`src/rtl/alu_mul_seq_if.sv`:
```
// alu_mul_seq_if
// Bundles every signal between the shift-add multiply sequencer, the core
// that requests multiplies, and the 8-bit ALU the sequencer borrows.
//   start, mcand, mplier : multiply request from the core
//   busy, done, product  : status and result back to the core
//   alu_a, alu_b, alu_op : operands and opcode driven to the ALU
//   alu_out, alu_flg     : combinational ALU result and flags (bit 0 = carry)
// The slave modport is the sequencer; the master modport is the
// core plus ALU side that surrounds it.
interface alu_mul_seq_if;
  logic        start;
  logic [7:0]  mcand;
  logic [7:0]  mplier;
  logic        busy;
  logic        done;
  logic [15:0] product;
  logic [7:0]  alu_a;
  logic [7:0]  alu_b;
  logic [3:0]  alu_op;
  logic [7:0]  alu_out;
  logic [7:0]  alu_flg;

  modport slave (
    input  start, mcand, mplier, alu_out, alu_flg,
    output busy, done, product, alu_a, alu_b, alu_op
  );

  modport master (
    output start, mcand, mplier, alu_out, alu_flg,
    input  busy, done, product, alu_a, alu_b, alu_op
  );
endinterface

```
`src/rtl/alu_mul_seq.sv`:
```
// alu_mul_seq
// Multi-cycle 8x8 unsigned shift-add multiplier that reuses the datapath
// ALU instead of owning multiplier hardware. Each of the 8 iterations takes
// an ADD cycle (hi += lo[0] ? mc : 0, carry captured) followed by a SHIFT
// cycle (the {cy, hi, lo} chain moves right by one bit).
//   clk  : rising-edge clock
//   rst  : synchronous active-high reset
//   bus  : alu_mul_seq_if slave modport (request, status, product, ALU link)
module alu_mul_seq #(
  parameter logic [3:0] OP_ADD = 4'b0000,
  parameter logic [3:0] OP_SHR = 4'b0101
) (
  input logic         clk,
  input logic         rst,
  alu_mul_seq_if.slave bus
);

  typedef enum logic [1:0] {IDLE, ADD, SHIFT, DONE} state_t;

  state_t     state, state_next;
  logic [7:0] mc, mc_next;
  logic [7:0] hi, hi_next;
  logic [7:0] lo, lo_next;
  logic       cy, cy_next;
  logic [2:0] cnt, cnt_next;

  logic [7:0] alu_a_c;
  logic [7:0] alu_b_c;
  logic [3:0] alu_op_c;

  // State and datapath registers; reset wins over any start on the same edge.
  always_ff @(posedge clk) begin
    if (rst) begin
      state <= IDLE;
      mc    <= 8'h00;
      hi    <= 8'h00;
      lo    <= 8'h00;
      cy    <= 1'b0;
      cnt   <= 3'd0;
    end else begin
      state <= state_next;
      mc    <= mc_next;
      hi    <= hi_next;
      lo    <= lo_next;
      cy    <= cy_next;
      cnt   <= cnt_next;
    end
  end

  // Next-state and ALU drive. The ADD step runs even when the multiplier
  // bit is 0 (B forced to zero) so latency never depends on the data.
  // In SHIFT the ALU shifts hi right; bit 7 is refilled from the carry
  // captured during ADD, and hi[0] falls into the top of lo.
  always_comb begin
    state_next = state;
    mc_next    = mc;
    hi_next    = hi;
    lo_next    = lo;
    cy_next    = cy;
    cnt_next   = cnt;
    alu_a_c    = 8'h00;
    alu_b_c    = 8'h00;
    alu_op_c   = OP_ADD;

    case (state)
      IDLE: begin
        if (bus.start) begin
          mc_next    = bus.mcand;
          hi_next    = 8'h00;
          lo_next    = bus.mplier;
          cy_next    = 1'b0;
          cnt_next   = 3'd0;
          state_next = ADD;
        end
      end
      ADD: begin
        alu_a_c    = hi;
        alu_b_c    = lo[0] ? mc : 8'h00;
        alu_op_c   = OP_ADD;
        hi_next    = bus.alu_out;
        cy_next    = bus.alu_flg[0];
        state_next = SHIFT;
      end
      SHIFT: begin
        alu_a_c    = hi;
        alu_b_c    = 8'h00;
        alu_op_c   = OP_SHR;
        hi_next    = {cy, bus.alu_out[6:0]};
        lo_next    = {hi[0], lo[7:1]};
        cy_next    = 1'b0;
        cnt_next   = cnt + 3'd1;
        state_next = (cnt == 3'd7) ? DONE : ADD;
      end
      DONE: begin
        state_next = IDLE;
      end
      default: begin
        state_next = IDLE;
      end
    endcase
  end

  assign bus.alu_a   = alu_a_c;
  assign bus.alu_b   = alu_b_c;
  assign bus.alu_op  = alu_op_c;
  assign bus.busy    = (state != IDLE);
  assign bus.done    = (state == DONE);
  assign bus.product = {hi, lo};

endmodule

```
`src/flat_wrapper.sv`:
```
// flat-port wrapper written by rule: the top's interface ports become plain ports
module alu_mul_seq_flat 
#(
  parameter logic [3:0] OP_ADD = 4'b0000,
  parameter logic [3:0] OP_SHR = 4'b0101
)
  (clk, rst, bus_start, bus_mcand, bus_mplier, bus_alu_out, bus_alu_flg, bus_busy, bus_done, bus_product, bus_alu_a, bus_alu_b, bus_alu_op);
  alu_mul_seq_if bus_i ();
  input logic clk;
  input logic rst;
  input wire logic [$bits(bus_i.start)-1:0] bus_start;
  input wire logic [$bits(bus_i.mcand)-1:0] bus_mcand;
  input wire logic [$bits(bus_i.mplier)-1:0] bus_mplier;
  input wire logic [$bits(bus_i.alu_out)-1:0] bus_alu_out;
  input wire logic [$bits(bus_i.alu_flg)-1:0] bus_alu_flg;
  output wire logic [$bits(bus_i.busy)-1:0] bus_busy;
  output wire logic [$bits(bus_i.done)-1:0] bus_done;
  output wire logic [$bits(bus_i.product)-1:0] bus_product;
  output wire logic [$bits(bus_i.alu_a)-1:0] bus_alu_a;
  output wire logic [$bits(bus_i.alu_b)-1:0] bus_alu_b;
  output wire logic [$bits(bus_i.alu_op)-1:0] bus_alu_op;
  assign bus_i.start = bus_start;
  assign bus_i.mcand = bus_mcand;
  assign bus_i.mplier = bus_mplier;
  assign bus_i.alu_out = bus_alu_out;
  assign bus_i.alu_flg = bus_alu_flg;
  assign bus_busy = bus_i.busy;
  assign bus_done = bus_i.done;
  assign bus_product = bus_i.product;
  assign bus_alu_a = bus_i.alu_a;
  assign bus_alu_b = bus_i.alu_b;
  assign bus_alu_op = bus_i.alu_op;
  alu_mul_seq #(.OP_ADD(OP_ADD), .OP_SHR(OP_SHR)) u_core (.clk(clk), .rst(rst), .bus(bus_i));
endmodule
```
`config.mk`:
```
export PLATFORM = sky130hd
export DESIGN_NAME = alu_mul_seq_flat
export DESIGN_NICKNAME = d
export VERILOG_FILES = /design/src/rtl/alu_mul_seq_if.sv /design/src/rtl/alu_mul_seq.sv /design/src/flat_wrapper.sv
export SDC_FILE = /design/constraint.sdc
export NUM_CORES = 1
export LEC_CHECK = 0
export CAP_MARGIN = 5
export CORE_UTILIZATION = 35
export CTS_CLUSTER_DIAMETER = 80
export DETAILED_ROUTE_END_ITERATION = 6
export GPL_ROUTABILITY_DRIVEN = 0
export PLACE_DENSITY = 0.67
export SETUP_SLACK_MARGIN = 0.05
export SLEW_MARGIN = 20
export SYNTH_ARGS = -nofsm -noshare
export SYNTH_HDL_FRONTEND = slang
export SYNTH_SLANG_ARGS = --single-unit
```
`constraint.sdc`:
```
create_clock -name clk -period 3 [get_ports clk]
set_input_delay 0.3 -clock clk [delete_from_list [all_inputs] [get_ports clk]]
set_output_delay 0.3 -clock clk [all_outputs]
set_load 0.05 [all_outputs]
```
==> run_results.csv, run 1 <==
group,metric,value,unit
synthesis,synth-simple-area-share,21.8,%
synthesis,yosys_register_bits,30,
critical_path,arrival,2220,ps
worst_hold_path,min_path_type,"register to register",
clock_network,cts_tree,"done",
placement,dp_hpwl,2420,µm
critical_path,crit_path_cell_trace,"inv_1 > ha_1 > and2_1 > clkdlybuf4s50_1",
timing,timing.final.crit_share,83.9,%
clock_network,post_cts_buffers,0,
timing,setup_viol,0,
global_route,grt_pass1_wl,5830,µm
critical_path,crit_path_end_kind,"output port",
status,status,"completed",
finish,area_growth_syn_to_layout,47.8,%
finish,diodes,0,
synthesis,synth_seq_area_share,39.5,%
detailed_routing,via_per_inst,5.05,
die,die_w,67.9,µm
clock_network,insertion_delay,280,ps
clock_network,ctsHoldBuffers,0,
synthesis,synth_ff_type,"dfxtp_1",
detailed_routing,avgRoutedWirePerCell,13.0,µm
synthesis,synth_edf_count,0,
die,dieHeight,67.9,µm
clock_network,cts-resized-gates,0,
critical_path,slowest_delay,800,ps
timing,timing.fmax,397,MHz
synthesis,synthXorXnorAreaFrac,0,%
power,p_leak,0.841,nW
clock_network,clockBufferDepth,2,
finish,nNetsFinal,269,
synthesis,ys_warn_count,0,
power,peakVddDrop,0.000361,V
global_route,grt_pass1_vias,1298,
finish,final_cell_mix,"63 x clkdlybuf4s50_1, 30 x dfxtp_1, 19 x a21oi_1",
finish,drive_above_1_share,8.77,%
detailed_routing,drt_iter0_markers,65,
timing,slew_headroom,66.3,%
detailed_routing,drt_wl_total,3620,µm
global_route,antenna_found_initial,0,
clock_network,clk_pin_slew_worst_paths,70,ps
synthesis,synthAdderAreaFrac,5.77,%
critical_path,crit_type,"register to output port",
clock_network,clockRootBuffer,"clkbuf_8",
clock_network,cts_sinks,30,
timing,fin_skew,6.09,ps
synthesis,synth_top_family_by_area,"simple AND/OR/NAND/NOR gates",
timing,setup_tns,0,ps
timing,worst_pin_slew,505,ps
detailed_routing,drc,0,
global_route,grt_max_degree,31,
die,die_area,0.00461,mm²
synthesis,async_reset_ff_share,0,%
timing,rsz0062_at_grt,"false",
synthesis,synth.area.mux_share,6.92,%
timing,hold_viol,0,
die,core_area,0.00409,mm²
die,rows,23,
finish,final_common_cell,"clkdlybuf4s50_1",
die,initial_utilization,37.2,%
placement,io_buffers,63,
critical_path,path_max_fanout,10,
clock_network,h-tree-depth,2,
critical_path,cp-start-kind,"register",
power,powerDensity,558,mW/mm²
detailed_routing,via_count,1404,
synthesis,avgSynthCellArea,9.10,µm²
timing,drv_slew,0,
clock_network,cts_buffers,5,
timing,post-route-min-period,2520,ps
synthesis,syn_area,0.00152,mm²
power,total_power,1.25,mW
synthesis,post_synth_num_cell_types,28,
die,boundaryPins,73,
flow_run,drv_cap,0,
critical_path,crit_family,"buffers and inverters",
critical_path,worst-path-buf-inv,2,
critical_path,crit_required,2700,ps
synthesis,synthCells,167,
critical_path,slowest_stage,"clkdlybuf4s50_1",
detailed_routing,antenna_violating_nets_post_route,0,
detailed_routing,first_pass_iters,4,
global_route,overflow,0,
synthesis,synth-compound-area-share,18.9,%
global_route,grt_use_total,17.2,%
-- layer usage --
metal / up-vias / share of wire [%] / GRT usage (%)
met3: 5 / 5.8 / 5.50
met4: 0 / 2.0 / 7.81
li1: 707 / - / -
met5: - / 0 / 0
met1: 652 / 46 / 20.0
met2: 40 / 46 / 28.6
-- power breakdown --
group	internal [mW]	switching, mW	total (mW)
Sequential	0.439	0.0288	0.467
Clock	0.185	0.151	0.336
Combinational	0.165	0.283	0.448
Total	0.788	0.463	1.25
-- cell usage after synthesis (7+ instances only) --
| master | instances | area [µm²] |
|---|---|---|
| nand4b_1 | 9 | 78.8 |
| mux2i_1 | 9 | 90.1 |
| and3_1 | 8 | 50.1 |
| a21oi_1 | 19 | 95.1 |
| nor2_1 | 10 | 37.5 |
| a211oi_2 | 8 | 100 |
| ha_1 | 7 | 87.6 |
| dfxtp_1 | 30 | 601 |
| and2_1 | 9 | 56.3 |
| nand3_1 | 9 | 45.0 |
| o21ai_0 | 10 | 50.1 |
| nand2_1 | 10 | 37.5 |
-- cell type report --
type,count,area (µm²)
fillers,391,1840
multi-input cells,120,818
repair buffers,67,661
flip-flops and latches,30,601
clock buffers,7,86.3
well taps,50,62.6
inverters,3,11.3
clock inverters,1,5.00
-- final timing paths --
| path | end | start | cells after the start | slack (ps) |
|---|---|---|---|---|
| hold / removal | u_core.mc[7] | u_core.mc[7] | 2 | 450 |
| setup reg to reg | u_core.lo[5] | u_core.state[0] | 6 | 1280 |
| hold reg to reg | u_core.mc[7] | u_core.mc[7] | 2 | 450 |
| setup / recovery | bus_alu_a[6] | u_core.state[0] | 4 | 480 |
-- per-stage QoR --
step	hold WS (ps)	worst slack [ps]	cells	utilization (%)	area (µm²)
global route	474	375	278	54.9	2240
global placement	439	778	270	52.7	2150
finish	452	484	278	54.9	2240
detailed placement	443	784	270	52.7	2150
floorplan	432	1150	168	-	1520
CTS	452	461	278	54.9	2240
-- kinds of logic after synthesis --
| group | count (synthesis) |
|---|---|
| and+or+nand+nor | 59 |
| AOI/OAI and AO/OA | 42 |
| DFF | 30 |
| buffers and inverters | 18 |
| muxes | 10 |
| adders and majority gates | 7 |
| other | 1 |
-- worst register-to-register path, stage by stage, from the launching register on --
cell      delay, ps
dfxtp_1         390
inv_1           110
ha_1            250
buf_4           220
mux2_4          400
nor2_1          160
a211oi_2         60
-- sequential cells by signal, summed over array words and instances, names as in the netlist --
register	flops
u_core.cnt	3
u_core.cy	1
u_core.hi	8
u_core.lo	8
u_core.mc	8
u_core.state	2
Note: power is estimated with default switching activity, not from simulation.
==> run 2, diff against run 1 <==
Settings changed: PLACE_DENSITY 0.67 to 0.69.
Clock period 3 ns to 2.1 ns, I/O delays scaled along.
==> run_results.csv, run 2 (synthesized netlist as in run 1, its figures left out) <==
group,metric,value,unit
finish,reg_top3,"u_core.hi x8, u_core.lo x8, u_core.mc x8",
clock_network,clockRootBuffer,"clkbuf_8",
critical_path,r2r_cells,5,
timing,setup_tns,0,ps
critical_path,slowest_stage,"ha_1",
detailed_routing,antenna_violating_nets_post_route,0,
power,p_clk_share,25.8,%
power,combPwrFrac,36.9,%
timing,drv_slew,0,
timing,slew_headroom,66.4,%
clock_network,cts_buffers,5,
timing,fin_skew,5.14,ps
worst_hold_path,hp-start,"u_core.mc[5]",
power,p_leak,0.913,nW
clock_network,clk_pin_slew_worst_paths,60,ps
detailed_routing,drt_iter0_markers,82,
global_route,grt_pass1_wl,5780,µm
worst_hold_path,hold-path-cell-count,2,
die,initial_utilization,37.2,%
finish,area_growth_syn_to_layout,53.2,%
status,status,"completed",
placement,dp_hpwl,2530,µm
timing,timing.fmax,547,MHz
clock_network,cts-resized-gates,0,
critical_path,reg2reg_slack,450,ps
detailed_routing,first_pass_iters,4,
global_route,grt_use_total,16.6,%
critical_path,cp-start-kind,"register",
placement,dpl_cell_area,0.00224,mm²
critical_path,arrival,1620,ps
die,dieHeight,67.9,µm
clock_network,post_cts_buffers,0,
timing,timing.final.crit_share,87.1,%
die,die_w,67.9,µm
power,peakVddDrop,0.000504,V
detailed_routing,via_per_inst,5.05,
clock_network,clockBufferDepth,2,
global_route,grt_max_degree,31,
detailed_routing,via_count,1408,
flow_run,drv_cap,0,
finish,multi_input_area,818,µm²
timing,hold_viol,0,
power,switchingPower,0.651,mW
critical_path,crit_family,"adder cells",
finish,fill_cells,392,
critical_path,crit_path_cell_trace,"inv_1 > ha_1 > and2_1 > buf_12",
timing,rsz0062_at_grt,"false",
clock_network,h-tree-depth,2,
worst_hold_path,whs_endpoint,"u_core.mc[5]",
critical_path,crit_path_end_kind,"output port",
critical_path,slowest_delay,470,ps
critical_path,worstReg2RegStart,"u_core.state[0]",
finish,final_common_cell,"clkdlybuf4s50_1",
timing,setup_viol,0,
power,powerDensity,771,mW/mm²
global_route,grt_pass1_vias,1300,
critical_path,path_max_fanout,10,
clock_network,insertion_delay,280,ps
worst_hold_path,min_path_type,"register to register",
global_route,overflow,0,
finish,seq_area,601,µm²
die,rows,23,
clock_network,cts_sinks,30,
power,p_int,1.14,mW
finish,fin_area,0.00233,mm²
global_route,antenna_found_initial,0,
detailed_routing,avgRoutedWirePerCell,13.0,µm
finish,final_cell_mix,"43 x clkdlybuf4s50_1, 30 x dfxtp_1, 19 x a21oi_1",
timing,holdWs,449,ps
power,swShare,36.3,%
timing,fin_ws,271,ps
die,boundaryPins,73,
finish,nNetsFinal,270,
die,die_area,0.00461,mm²
timing,post-route-min-period,1830,ps
power,total_power,1.80,mW
die,core_area,0.00409,mm²
placement,post-place-ws,468,ps
placement,io_buffers,63,
finish,drive_above_1_share,17.9,%
finish,diodes,0,
clock_network,ctsHoldBuffers,0,
critical_path,crit_required,1890,ps
detailed_routing,drc,0,
critical_path,crit_type,"register to output port",
timing,worst_pin_slew,503,ps
clock_network,cts_tree,"done",
power,seq_power_share,37.3,%
critical_path,worst-path-buf-inv,2,
detailed_routing,drt_wl_total,3630,µm
critical_path,r2r-end,"u_core.hi[3]",
[run 2: cell types whose count changed in the layout (fill, tap and decap cells not counted), sizes merged]
cell | previous run | this run
clkdlybuf4s50 | 63 | 43
buf | 4 | 25
[run 2: metal layers]
| layer | vias to the layer above | GRT usage (%) | routed length [µm] | part of all wire, % |
|---|---|---|---|---|
| met5 | - | 0 | 0 | 0 |
| met4 | 0 | 7.81 | 53 | 1.5 |
| met3 | 4 | 3.33 | 192 | 5.3 |
| met2 | 44 | 26.7 | 1740 | 48 |
| met1 | 648 | 21.1 | 1640 | 45 |
| li1 | 712 | - | - | - |
[run 2: stage by stage]
step,instances,util [%]
floorplan,168,-
global placement,271,54.7
detailed placement,271,54.7
CTS,279,57.0
global route,279,57.0
finish,279,57.0
[run 2: worst max-delay path by stage]
stage	start	to	slack [ps]	cells past startpoint
floorplan	u_core.state[0]	u_core.cnt[1]	250	7
global placement	u_core.state[0]	u_core.hi[0]	510	5
detailed placement	u_core.state[0]	u_core.hi[3]	470	5
CTS	u_core.state[0]	bus_alu_a[0]	240	4
global route	u_core.state[0]	bus_alu_a[6]	210	4
finish	u_core.state[0]	bus_alu_a[0]	270	4
[run 2: worst register-to-register path, cell delays in order, from the launching register on]
cell and delay, ps:
dfxtp_1 380, inv_1 110, ha_1 470, o21a_1 330, nand4b_1 130, a21oi_1 160
[run 2: layout make-up]
cell class | count | share of cell area (%)
repair buffers | 68 | 31.9
clock inverters | 1 | 0.215
clock buffers | 7 | 3.71
flip-flops and latches | 30 | 25.8
well taps | 50 | 2.69
inverters | 3 | 0.484
multi-input cells | 120 | 35.2
[run 2: power groups by stage]
stage / combinational [mW] / clock [mW] / sequential, mW
global route: 0.699 / 0.508 / 0.677
CTS: 0.668 / 0.479 / 0.669
finish: 0.663 / 0.464 / 0.669
global placement: 0.661 / 0 / 0.680
floorplan: 0.349 / 0 / 0.788
detailed placement: 0.665 / 0 / 0.681
==> run 3, diff against run 2 <==
Settings changed: CAP_MARGIN 5 to 15, REMOVE_ABC_BUFFERS set to 1.
==> run_results.csv, run 3 (synthesized netlist as in run 1, its figures left out) <==
group,metric,value,unit
status,status,"completed",
placement,io_buffers,63,
critical_path,crit_type,"register to output port",
die,boundaryPins,73,
power,powerDensity,771,mW/mm²
global_route,grt_max_degree,31,
timing,timing.final.crit_share,86.4,%
clock_network,cts-resized-gates,0,
finish,final_common_cell,"clkdlybuf4s50_1",
die,die_w,67.9,µm
global_route,overflow,0,
critical_path,arrival,1600,ps
finish,fill_cells,402,
finish,area_growth_syn_to_layout,53.2,%
placement,post-place-ws,386,ps
detailed_routing,drc,0,
detailed_routing,via_count,1374,
power,total_power,1.79,mW
detailed_routing,drt_iter0_markers,57,
finish,final_cell_mix,"43 x clkdlybuf4s50_1, 30 x dfxtp_1, 19 x a21oi_1",
timing,worst_pin_slew,506,ps
critical_path,crit_path_end_kind,"output port",
die,rows,23,
die,core_area,0.00409,mm²
finish,nNetsFinal,270,
critical_path,crit_family,"buffers and inverters",
critical_path,slowest_stage,"clkdlybuf4s50_1",
detailed_routing,via_per_inst,4.92,
timing,post-route-min-period,1810,ps
clock_network,cts_buffers,5,
detailed_routing,antenna_violating_nets_post_route,0,
worst_hold_path,min_path_type,"register to register",
timing,rsz0062_at_grt,"false",
critical_path,path_max_fanout,10,
flow_run,drv_cap,0,
clock_network,cts_sinks,30,
finish,drive_above_1_share,17.9,%
critical_path,worst-path-buf-inv,1,
detailed_routing,first_pass_iters,4,
power,swShare,36.2,%
power,seq_power_share,37.3,%
critical_path,cp-start-kind,"register",
finish,diodes,0,
power,p_int,1.14,mW
global_route,grt_pass1_wl,5490,µm
clock_network,clockBufferDepth,2,
finish,multi_input_area,818,µm²
power,p_leak,0.913,nW
critical_path,crit_required,1890,ps
global_route,grt_use_total,15.7,%
clock_network,insertion_delay,270,ps
timing,slew_headroom,66.1,%
critical_path,crit_path_cell_trace,"clkdlybuf4s50_1",
clock_network,h-tree-depth,2,
global_route,grt_pass1_vias,1230,
power,p_clk_share,25.9,%
critical_path,slowest_delay,860,ps
die,dieHeight,67.9,µm
placement,dpl_cell_area,0.00224,mm²
timing,fin_skew,5.31,ps
timing,setup_tns,0,ps
clock_network,clk_pin_slew_worst_paths,60,ps
placement,dp_hpwl,2410,µm
timing,drv_slew,0,
die,die_area,0.00461,mm²
finish,seq_area,601,µm²
finish,reg_top3,"u_core.hi x8, u_core.lo x8, u_core.mc x8",
power,switchingPower,0.650,mW
detailed_routing,avgRoutedWirePerCell,12.3,µm
clock_network,post_cts_buffers,0,
timing,timing.fmax,551,MHz
timing,hold_viol,0,
clock_network,clockRootBuffer,"clkbuf_8",
timing,setup_viol,0,
finish,fin_area,0.00233,mm²
power,combPwrFrac,36.8,%
detailed_routing,drt_wl_total,3440,µm
clock_network,cts_tree,"done",
timing,fin_ws,285,ps
clock_network,ctsHoldBuffers,0,
global_route,antenna_found_initial,0,
power,peakVddDrop,0.000499,V
die,initial_utilization,37.2,%
run 3: cell counts in the layout (fill, tap and decap cells not counted):
No cell type changed its count.
run 3: per-layer routing:
metal	track usage (%)	share of wire (%)	wire (µm)
met4	5.73	0.41	14
met5	0	0	0
met3	4.17	5.6	194
met1	18.9	46	1590
met2	26.7	48	1650
run 3: power groups by stage:
stage / Clock (mW) / Combinational (mW) / Sequential (mW)
global placement: 0 / 0.660 / 0.680
finish: 0.465 / 0.660 / 0.669
floorplan: 0 / 0.304 / 0.788
detailed placement: 0 / 0.666 / 0.682
CTS: 0.477 / 0.667 / 0.670
global route: 0.502 / 0.710 / 0.677
run 3: through the flow:
step / utilization [%] / std cells / hold slack, ps
floorplan: - / 153 / 275
global placement: 54.7 / 271 / 438
detailed placement: 54.7 / 271 / 444
CTS: 57.0 / 279 / 452
global route: 57.0 / 279 / 475
finish: 57.0 / 279 / 450
run 3: path summary, 6_finish.rpt:
path	start	endpoint	slack [ps]	cells past startpoint
worst min-delay path	u_core.mc[4]	u_core.mc[4]	450	2
worst min register to register	u_core.mc[4]	u_core.mc[4]	450	2
worst max-delay path	u_core.lo[0]	bus_product[0]	290	1
worst max register to register	u_core.state[0]	u_core.cnt[2]	380	5
run 3: cell type report:
class,count,share of cell area (%)
multi-input cells,120,35.2
repair buffers,68,31.9
flip-flops and latches,30,25.8
clock buffers,7,3.71
well taps,50,2.69
inverters,3,0.484
clock inverters,1,0.215
